### src/rtl/rob_param.sv
// Reorder buffer: circular in-order retirement queue with two writeback
// ports, two operand query ports with same-cycle bypass, registered commit
// and branch-update outputs, and a one-cycle flush on branch mispredict.
module rob_param #(
    parameter int DEPTH  = 16,
    parameter int IDX_W  = 4,
    parameter int DATA_W = 32,
    parameter int ADDR_W = 32
) (
    input  logic              clk,
    input  logic              rst_n_in,
    input  logic              rdy_in,
    input  logic              alloc_valid_in,
    output logic              alloc_ready_out,
    output logic [IDX_W-1:0]  alloc_idx_out,
    input  logic [1:0]        alloc_op_in,
    input  logic [4:0]        alloc_dest_in,
    input  logic              alloc_done_in,
    input  logic [DATA_W-1:0] alloc_val_in,
    input  logic              alloc_pred_in,
    input  logic [ADDR_W-1:0] alloc_pc_in,
    input  logic [ADDR_W-1:0] alloc_alt_pc_in,
    input  logic              wb0_en_in,
    input  logic [IDX_W-1:0]  wb0_idx_in,
    input  logic [DATA_W-1:0] wb0_val_in,
    input  logic              wb1_en_in,
    input  logic [IDX_W-1:0]  wb1_idx_in,
    input  logic [DATA_W-1:0] wb1_val_in,
    input  logic [IDX_W-1:0]  q1_idx_in,
    output logic              q1_ready_out,
    output logic [DATA_W-1:0] q1_val_out,
    input  logic [IDX_W-1:0]  q2_idx_in,
    output logic              q2_ready_out,
    output logic [DATA_W-1:0] q2_val_out,
    output logic              commit_en_out,
    output logic [IDX_W-1:0]  commit_idx_out,
    output logic [1:0]        commit_op_out,
    output logic [4:0]        commit_dest_out,
    output logic [DATA_W-1:0] commit_val_out,
    output logic              br_upd_out,
    output logic [ADDR_W-1:0] br_pc_out,
    output logic              br_taken_out,
    output logic              flush_out,
    output logic [ADDR_W-1:0] flush_pc_out,
    output logic [IDX_W:0]    count_out
);

    localparam logic [1:0]       OP_BR    = 2'd1;
    localparam logic [IDX_W:0]   DEPTH_C  = (IDX_W+1)'(DEPTH);
    localparam logic [IDX_W:0]   CNT_ONE  = (IDX_W+1)'(1);
    localparam logic [IDX_W:0]   CNT_ZERO = (IDX_W+1)'(0);
    localparam logic [IDX_W-1:0] IDX_ONE  = IDX_W'(1);
    localparam logic [IDX_W-1:0] IDX_ZERO = IDX_W'(0);

    // Queue pointers and occupancy
    logic [IDX_W-1:0]  head_q, head_d, tail_q, tail_d;
    logic [IDX_W:0]    count_q, count_d;

    // Per-entry storage
    logic              busy_q   [DEPTH];
    logic              busy_d   [DEPTH];
    logic              done_q   [DEPTH];
    logic              done_d   [DEPTH];
    logic [1:0]        op_q     [DEPTH];
    logic [1:0]        op_d     [DEPTH];
    logic [4:0]        dest_q   [DEPTH];
    logic [4:0]        dest_d   [DEPTH];
    logic [DATA_W-1:0] val_q    [DEPTH];
    logic [DATA_W-1:0] val_d    [DEPTH];
    logic              pred_q   [DEPTH];
    logic              pred_d   [DEPTH];
    logic [ADDR_W-1:0] pc_q     [DEPTH];
    logic [ADDR_W-1:0] pc_d     [DEPTH];
    logic [ADDR_W-1:0] alt_pc_q [DEPTH];
    logic [ADDR_W-1:0] alt_pc_d [DEPTH];

    // Registered outputs
    logic              commit_en_q, commit_en_d;
    logic [IDX_W-1:0]  commit_idx_q, commit_idx_d;
    logic [1:0]        commit_op_q, commit_op_d;
    logic [4:0]        commit_dest_q, commit_dest_d;
    logic [DATA_W-1:0] commit_val_q, commit_val_d;
    logic              br_upd_q, br_upd_d;
    logic [ADDR_W-1:0] br_pc_q, br_pc_d;
    logic              br_taken_q, br_taken_d;
    logic              flush_q, flush_d;
    logic [ADDR_W-1:0] flush_pc_q, flush_pc_d;

    // Per-cycle events
    logic active_s, retire_s, mispredict_s, alloc_ready_s, alloc_fire_s;
    logic wb0_acc_s, wb1_acc_s;

    // Decide which events fire this cycle; nothing moves while stalled or flushing
    always_comb begin
        active_s      = rdy_in && !flush_q;
        retire_s      = active_s && (count_q != CNT_ZERO) && done_q[head_q];
        mispredict_s  = retire_s && (op_q[head_q] == OP_BR)
                        && (val_q[head_q][0] != pred_q[head_q]);
        // A retiring head frees a slot in the same cycle, so a full queue can still accept
        alloc_ready_s = !flush_q && ((count_q < DEPTH_C) || retire_s);
        alloc_fire_s  = alloc_valid_in && alloc_ready_s && rdy_in;
        wb0_acc_s     = wb0_en_in && active_s && busy_q[wb0_idx_in]
                        && !(alloc_fire_s && (wb0_idx_in == tail_q));
        wb1_acc_s     = wb1_en_in && active_s && busy_q[wb1_idx_in]
                        && !(alloc_fire_s && (wb1_idx_in == tail_q));
    end

    // Next-state for pointers and entries: writeback, then retire, then allocate
    always_comb begin
        head_d   = head_q;
        tail_d   = tail_q;
        count_d  = count_q;
        busy_d   = busy_q;
        done_d   = done_q;
        op_d     = op_q;
        dest_d   = dest_q;
        val_d    = val_q;
        pred_d   = pred_q;
        pc_d     = pc_q;
        alt_pc_d = alt_pc_q;
        // wb1 first so wb0 overrides on an index collision
        if (wb1_acc_s) begin
            done_d[wb1_idx_in] = 1'b1;
            val_d[wb1_idx_in]  = wb1_val_in;
        end else begin
            done_d = done_d;
        end
        if (wb0_acc_s) begin
            done_d[wb0_idx_in] = 1'b1;
            val_d[wb0_idx_in]  = wb0_val_in;
        end else begin
            done_d = done_d;
        end
        if (retire_s) begin
            busy_d[head_q] = 1'b0;
            done_d[head_q] = 1'b0;
            head_d         = head_q + IDX_ONE;
        end else begin
            head_d = head_q;
        end
        if (alloc_fire_s) begin
            busy_d[tail_q]   = 1'b1;
            done_d[tail_q]   = alloc_done_in;
            op_d[tail_q]     = alloc_op_in;
            dest_d[tail_q]   = alloc_dest_in;
            val_d[tail_q]    = alloc_val_in;
            pred_d[tail_q]   = alloc_pred_in;
            pc_d[tail_q]     = alloc_pc_in;
            alt_pc_d[tail_q] = alloc_alt_pc_in;
            tail_d           = tail_q + IDX_ONE;
        end else begin
            tail_d = tail_q;
        end
        count_d = count_q + (alloc_fire_s ? CNT_ONE : CNT_ZERO)
                          - (retire_s ? CNT_ONE : CNT_ZERO);
        // A mispredicted branch squashes everything younger, including this cycle's allocation
        if (mispredict_s) begin
            head_d  = IDX_ZERO;
            tail_d  = IDX_ZERO;
            count_d = CNT_ZERO;
            for (int i = 0; i < DEPTH; i++) begin
                busy_d[i] = 1'b0;
                done_d[i] = 1'b0;
            end
        end else begin
            count_d = count_d;
        end
    end

    // Next value of the registered commit/branch/flush outputs; held while stalled
    always_comb begin
        commit_en_d   = commit_en_q;
        commit_idx_d  = commit_idx_q;
        commit_op_d   = commit_op_q;
        commit_dest_d = commit_dest_q;
        commit_val_d  = commit_val_q;
        br_upd_d      = br_upd_q;
        br_pc_d       = br_pc_q;
        br_taken_d    = br_taken_q;
        flush_d       = flush_q;
        flush_pc_d    = flush_pc_q;
        if (rdy_in) begin
            commit_en_d   = retire_s;
            commit_idx_d  = head_q;
            commit_op_d   = op_q[head_q];
            commit_dest_d = dest_q[head_q];
            commit_val_d  = val_q[head_q];
            br_upd_d      = retire_s && (op_q[head_q] == OP_BR);
            br_pc_d       = pc_q[head_q];
            br_taken_d    = val_q[head_q][0];
            flush_d       = mispredict_s;
            flush_pc_d    = alt_pc_q[head_q];
        end else begin
            commit_en_d = commit_en_q;
        end
    end

    // Operand query 1: wb0 bypass, then wb1, then same-cycle complete allocation, then storage
    always_comb begin
        q1_ready_out = busy_q[q1_idx_in] && done_q[q1_idx_in];
        q1_val_out   = val_q[q1_idx_in];
        if (wb0_acc_s && (wb0_idx_in == q1_idx_in)) begin
            q1_ready_out = 1'b1;
            q1_val_out   = wb0_val_in;
        end else if (wb1_acc_s && (wb1_idx_in == q1_idx_in)) begin
            q1_ready_out = 1'b1;
            q1_val_out   = wb1_val_in;
        end else if (alloc_fire_s && alloc_done_in && (tail_q == q1_idx_in)) begin
            q1_ready_out = 1'b1;
            q1_val_out   = alloc_val_in;
        end else begin
            q1_val_out = q1_val_out;
        end
    end

    // Operand query 2: same priority as query 1
    always_comb begin
        q2_ready_out = busy_q[q2_idx_in] && done_q[q2_idx_in];
        q2_val_out   = val_q[q2_idx_in];
        if (wb0_acc_s && (wb0_idx_in == q2_idx_in)) begin
            q2_ready_out = 1'b1;
            q2_val_out   = wb0_val_in;
        end else if (wb1_acc_s && (wb1_idx_in == q2_idx_in)) begin
            q2_ready_out = 1'b1;
            q2_val_out   = wb1_val_in;
        end else if (alloc_fire_s && alloc_done_in && (tail_q == q2_idx_in)) begin
            q2_ready_out = 1'b1;
            q2_val_out   = alloc_val_in;
        end else begin
            q2_val_out = q2_val_out;
        end
    end

    // State and output registers with asynchronous clear
    always_ff @(posedge clk or negedge rst_n_in) begin
        if (!rst_n_in) begin
            head_q        <= IDX_ZERO;
            tail_q        <= IDX_ZERO;
            count_q       <= CNT_ZERO;
            for (int i = 0; i < DEPTH; i++) begin
                busy_q[i]   <= 1'b0;
                done_q[i]   <= 1'b0;
                op_q[i]     <= 2'd0;
                dest_q[i]   <= 5'd0;
                val_q[i]    <= {DATA_W{1'b0}};
                pred_q[i]   <= 1'b0;
                pc_q[i]     <= {ADDR_W{1'b0}};
                alt_pc_q[i] <= {ADDR_W{1'b0}};
            end
            commit_en_q   <= 1'b0;
            commit_idx_q  <= IDX_ZERO;
            commit_op_q   <= 2'd0;
            commit_dest_q <= 5'd0;
            commit_val_q  <= {DATA_W{1'b0}};
            br_upd_q      <= 1'b0;
            br_pc_q       <= {ADDR_W{1'b0}};
            br_taken_q    <= 1'b0;
            flush_q       <= 1'b0;
            flush_pc_q    <= {ADDR_W{1'b0}};
        end else begin
            head_q        <= head_d;
            tail_q        <= tail_d;
            count_q       <= count_d;
            busy_q        <= busy_d;
            done_q        <= done_d;
            op_q          <= op_d;
            dest_q        <= dest_d;
            val_q         <= val_d;
            pred_q        <= pred_d;
            pc_q          <= pc_d;
            alt_pc_q      <= alt_pc_d;
            commit_en_q   <= commit_en_d;
            commit_idx_q  <= commit_idx_d;
            commit_op_q   <= commit_op_d;
            commit_dest_q <= commit_dest_d;
            commit_val_q  <= commit_val_d;
            br_upd_q      <= br_upd_d;
            br_pc_q       <= br_pc_d;
            br_taken_q    <= br_taken_d;
            flush_q       <= flush_d;
            flush_pc_q    <= flush_pc_d;
        end
    end

    assign alloc_ready_out = alloc_ready_s;
    assign alloc_idx_out   = tail_q;
    assign commit_en_out   = commit_en_q;
    assign commit_idx_out  = commit_idx_q;
    assign commit_op_out   = commit_op_q;
    assign commit_dest_out = commit_dest_q;
    assign commit_val_out  = commit_val_q;
    assign br_upd_out      = br_upd_q;
    assign br_pc_out       = br_pc_q;
    assign br_taken_out    = br_taken_q;
    assign flush_out       = flush_q;
    assign flush_pc_out    = flush_pc_q;
    assign count_out       = count_q;

endmodule
### config.mk
export PLATFORM = sky130hd
export DESIGN_NAME = rob_param
export DESIGN_NICKNAME = d
export VERILOG_FILES = /design/src/rtl/rob_param.sv
export SDC_FILE = /design/constraint.sdc
export NUM_CORES = 2
export LEC_CHECK = 0
export CORE_MARGIN = 5
export CORE_UTILIZATION = 40
export DETAILED_ROUTE_END_ITERATION = 7
export PLACE_DENSITY = 0.62
export SYNTH_ARGS = -nofsm -noshare
export SYNTH_HDL_FRONTEND = slang
export SYNTH_SLANG_ARGS = --single-unit
### constraint.sdc
create_clock -name clk -period 8.5 [get_ports clk]
set_input_delay 1.7 -clock clk [delete_from_list [all_inputs] [get_ports clk]]
set_output_delay 1.7 -clock clk [all_outputs]
set_load 0.005 [all_outputs]
Word-level counts from Yosys, hierarchy flattened
Index checks and enable logic that the tools add are counted.
- word-level logic and storage cells: 316
- flip-flop bits (word level): 1820
- input bits: 191
- output and inout bits: 187
- reduce and logical (&&, ||, !) cells: 36
- mux-type cells: 102
- add/subtract/negate cells: 4
- bitwise operators: 12
- order comparisons: 11
- equal/unequal tests: 10
- operators with widths (cell ; count):
    512-bit bitwise mux ; 5
    512-bit two-way mux ; 3
    32-bit binary-select mux with 4-bit select ; 5
    32-bit two-way mux ; 19
    32-bit demux with 4-bit select ; 3
    16-bit two-way mux ; 8
    80-bit bitwise mux ; 1
    16-bit OR ; 3
    16-bit bitwise AND ; 2
    1-bit binary-select mux with 4-bit select ; 8
    16-bit bitwise mux ; 2
    32-bit bitwise mux ; 1
    4-bit == test ; 8
    5-bit greater-or-equal comparator (second input constant) ; 6
    4-bit NOT with 5-bit output ; 6
    1-bit logical AND ; 29
    1-bit two-way mux ; 28
    5-bit binary-select mux with 4-bit select ; 1
    5-bit demux with 4-bit select ; 1
    5-bit by 1-bit less-than comparator with 1-bit output (second input constant) ; 4
    5-bit two-way mux ; 4
    1-bit demux with 4-bit select ; 4
    4-bit two-way mux ; 4
    16-bit NOT ; 1
    other kinds (13) ; 19

Longest topological paths before layout
- depth in word-level cells: 20
- depth in mapped cells: 19
- depth with buffers taken out: 16

Least setup slack after synthesis
No wires, ideal clock.
- path type: in2out
- from: input port q2_idx_in[0]
- to: output port q2_val_out[14]
- path slack: 2534 ps
- buffers on the path: 4
- arrival: 4266 ps
- cell stages on the path: 9
- required time: 6800 ps
- cells stage by stage: clkbuf_1 clkbuf_1 buf_1 buf_1 mux4_2 mux4_2 a21oi_1 o21ai_0 a22o_1
- word-level cells in the longest chain between the ends: 7
- elaborated cells between the ends (all ways): 13
- those cells by class: eq/ne (3); mux (6); bitwise (1); reduce/logical (3)
- RTL lines (element ; RTL line ; RTL):
    from (decl) ; 32 ; input logic [IDX_W-1:0] q2_idx_in,
    4-bit NOT with 5-bit output (implied by the code) ; 219 ; q2_val_out = val_q[q2_idx_in];
    32-bit binary-select mux with 4-bit select ; 219 ;
    32-bit two-way mux (implied by the code) (2 in series) ; 219 ;
    32-bit two-way mux ; 226 ; end else if (alloc_fire_s && alloc_done_in && (tail_q == q2_idx_in)) begin
    32-bit two-way mux ; 223 ; end else if (wb1_acc_s && (wb1_idx_in == q2_idx_in)) begin
    32-bit two-way mux (*) ; 220 ; if (wb0_acc_s && (wb0_idx_in == q2_idx_in)) begin
    to (decl) ; 34 ; output logic [DATA_W-1:0] q2_val_out,
Mark *: on every way between the ends. The rest lies on a longest branch, timed or not. The select of a mux whose other input is x is not followed.

Final worst setup path
- from: input port rdy_in
- to: output port q1_val_out[7]
- word-level cells in the longest chain between the ends: 13
- elaborated cells between the ends (all ways): 24
- those cells by class: mux (3); reduce/logical (21)
- RTL lines (element ; RTL line ; RTL):
    from (decl) ; 12 ; input logic rdy_in,
    1-bit logical AND ; 95 ; active_s = rdy_in && !flush_q;
    1-bit logical AND (2 in series) ; 96 ; retire_s = active_s && (count_q != CNT_ZERO) && done_q[head_q];
    1-bit logical OR ; 100 ; alloc_ready_s = !flush_q && ((count_q < DEPTH_C) || retire_s);
    1-bit logical AND ; 100 ;
    1-bit logical AND (2 in series) ; 101 ; alloc_fire_s = alloc_valid_in && alloc_ready_s && rdy_in;
    1-bit logical AND ; 105 ; && !(alloc_fire_s && (wb1_idx_in == tail_q));
    1-bit logical NOT ; 105 ;
    1-bit logical AND ; 105 ;
    1-bit logical AND ; 205 ; end else if (wb1_acc_s && (wb1_idx_in == q1_idx_in)) begin
    32-bit two-way mux ; 205 ;
    32-bit two-way mux (*) ; 202 ; if (wb0_acc_s && (wb0_idx_in == q1_idx_in)) begin
    to (decl) ; 31 ; output logic [DATA_W-1:0] q1_val_out,
Mark *: on every way between the ends. The rest lies on a longest branch, timed or not.

==> run_results.csv <==
group,metric,value,unit
status,status,"finished, violations left",
status,violations,"DRC",
drt,drt-pass1-iter-count,8,
drt,drc_errors,1,
worst_setup_path,critPathKind,"input port to primary output",
clock_network,cts_setup_buffers,0,
hold_path,holdPathStages,2,
synthesis,async_reset_ff_share,100,%
global_route,grt_pass1_wl,591,mm
cells_and_area,nNetsFinal,9430,
drt,totalWireLength,409,mm
die,initial_core_util,40.1,%
synthesis,synth-seq-cells,1819,
cells_and_area,drive_gt1_share,21.1,%
drt,detail-route-antenna-nets,0,
worst_setup_path,crit_family,"simple AND/OR/NAND/NOR gates",
synthesis,synth_flop_cell,"dfrtp_1",
place,dp_slack,878,ps
synthesis,synth_top_area_share,44.7,%
die,die_w,515,um
clock_network,cts_buffers,198,
global_route,grt_max_degree,177,
clock_network,cts_hold_buf,0,
drt,avgRoutedWirePerCell,32.0,um
place,io_buffers,377,
sta,fin_crit,7720,ps
drt,vias,82400,
cells_and_area,area_growth_syn_to_layout,12.6,%
hold_path,min_from,"alt_pc_q[131]",
sta,hold_violations,0,
synthesis,synth_nets,9629,
die,ios,378,
clock_network,cts.path.max_buffers,3,
sta,setup_viol,0,
pwr,leakage,50.9,nW
worst_setup_path,reg2reg_from,"head_q[1]",
worst_setup_path,rrSetupSlack,2640,ps
synthesis,netlist_area,102000,sq um
sta,maxSlewViolCount,0,
drt,drt_iter0_drc,11700,
clock_network,clkTransAtPathRegs,60,ps
sta,grt_setup_unrepaired,"false",
clock_network,clock-sinks,1819,
die,die_area,265000,sq um
synthesis,synth_edf_count,0,
sta,slew_headroom,8.82,%
global_route,grt_overflow,0,
pwr,ir_drop,298,uV
worst_setup_path,r2r-end,"val_q[27]",
clock_network,clk_latency,890,ps
worst_setup_path,cp-start-kind,"input port",
sta,max_freq,129,MHz
synthesis,synth_top_cell_by_area,"dfrtp_1",
worst_setup_path,crit_buf_inv,2,
clock_network,cts_tree,"built",
sta,worst_slew_pin_slew,1360,ps
clock_network,htreeDepth,4,
worst_setup_path,slowest_delay,1080,ps
hold_path,hold_path_end,"alt_pc_q[131]",
place,placed_cell_area,108000,sq um
die,rows,185,
clock_network,cts_root_buf,"clkbuf_16",
clock_network,post_cts_resized,0,
worst_setup_path,crit_cells,9,
synthesis,synthTopCellsByArea,"dfrtp_1, mux4_2, nand2_1, mux2i_1, a221oi_2",
sta,fin_ws,778,ps
synthesis,yosys.cell_count.top_type,"nand2_1",
worst_setup_path,reg2reg_depth,10,
cells_and_area,postLayoutCellArea,115000,sq um
synthesis,syn_area_per_cell,10.8,sq um
pwr,pwr_density_cell,349,nW/um^2
global_route,grtUsageTotal,30.3,%
flow_run,max_cap_violations,0,
place,place.gp.congestion,0.895,
die,core,254000,sq um
die,fp.dieH,515,um
drt,viasPerCell,6.44,
global_route,grt_pass1_vias,82600,
synthesis,yosys-top-cells-count,"nand2_1, dfrtp_1, mux4_2",
worst_setup_path,endpoint_kind,"primary output",
worst_setup_path,worst_path_max_delay_cell,"and3_2",
sta,fin_crit_sh,90.8,%
worst_setup_path,critical_path_required,6800,ps
worst_setup_path,arrival,6020,ps
synthesis,synth.distinct_cells,68,
synthesis,syn_inst,9423,
global_route,antenna_found_initial,60,
sta,finalClockSkew,88.0,ps
synthesis,seq_area_frac_synth,44.7,%
hold_path,hp-class,"register to register",
worst_setup_path,cp_max_fo,32,
sta,tns,0,ps
worst_setup_path,path_cells,"buf_6 -> nor2b_1 -> o211ai_1 -> nor4_4 -> or3_4 -> and3_2 -> a211oi_1 -> o31ai_1 -> clkdlybuf4s50_1",
place,place_hpwl,223,mm
synthesis,ys_warn_count,0,
[registers in the layout (all words and copies together), names as in the netlist, 2 cells and up]
signal           count
pc_q               512
op_q                32
busy_q              16
pred_q              16
commit_dest_out      5
alloc_idx_out        4
head_q               4
done_q              16
alt_pc_q           512
flush_pc_out        32
br_pc_out           32
commit_val_out      32
commit_op_out        2
count_out            5
val_q              512
dest_q              80
commit_idx_out       4
[final cells by class]
| type | count | area, sq um |
|---|---|---|
| fillers | 23000 | 139000 |
| clock inverters | 58 | 840 |
| flip-flops and latches | 1819 | 45500 |
| diodes | 34 | 85.1 |
| multi-input cells | 6573 | 52500 |
| clock buffers | 305 | 5890 |
| inverters | 49 | 184 |
| repair buffers | 583 | 5580 |
| well taps | 3366 | 4210 |
[worst min-delay path, stage by stage, from the launching register on]
cell     delay (ps)
dfrtp_1         340
nand2_1          50
nand2_1          50
[cells by family after synthesis]
kind of cell / Yosys count / share of synthesized area, %
AO/OA/AOI/OAI: 857 / 8.72
XOR/XNOR: 42 / 0.361
adder cells (fa/ha/maj): 15 / 0.192
buffers and inverters: 1031 / 4.44
flip-flops: 1819 / 44.7
multiplexers: 1561 / 26.0
AND/OR/NAND/NOR: 4098 / 15.6
[metal layers]
metal	routed length, um	vias up	global-route usage, %
li1	-	32800	-
met1	151000	42300	38.8
met2	180000	5860	45.3
met3	51500	1426	10.0
met4	26800	36	16.7
met5	254	-	0
[placed cells by master, fill, tap and decap left out, drive strengths merged, types with 39 or more instances in the layout]
| master | count |
|---|---|
| nor2 | 565 |
| nand2 | 3326 |
| buf | 214 |
| a211oi | 41 |
| o21ai | 46 |
| clkbuf | 307 |
| nand3 | 74 |
| inv | 52 |
| dfrtp | 1819 |
| mux2i | 529 |
| mux4 | 852 |
| clkdlybuf4s50 | 367 |
| mux2 | 180 |
| a21oi | 100 |
| and2 | 39 |
| a221oi | 483 |
| clkinv | 41 |
[stage by stage]
step	power [mW]	hold WS, ps	utilization (%)	instances
2_1_floorplan	25.3	440	-	9423
3_5_place_dp	30.8	458	42.5	12400
6_report	40.0	469	45.2	12800
5_1_grt	41.9	485	45.2	12800
4_1_cts	39.8	473	45.2	12800
3_3_place_gp	30.2	452	42.5	12400
[worst max path at each step]
stage	from	endpoint	slack, ps
floorplan	q2_idx_in[0]	q2_val_out[14]	2530
global placement	wb0_idx_in[1]	q1_val_out[24]	1010
detailed placement	rdy_in	q1_val_out[7]	880
CTS	rdy_in	q1_val_out[7]	880
global route	wb0_idx_in[1]	q1_val_out[14]	600
finish	rdy_in	q1_val_out[7]	780
[report_power, final]
| part | internal [mW] | switching [mW] |
|---|---|---|
| registers | 12.3 | 2.89 |
| logic | 8.44 | 7.43 |
| clock network | 5.13 | 3.87 |
(Power assumes the default switching activity.)
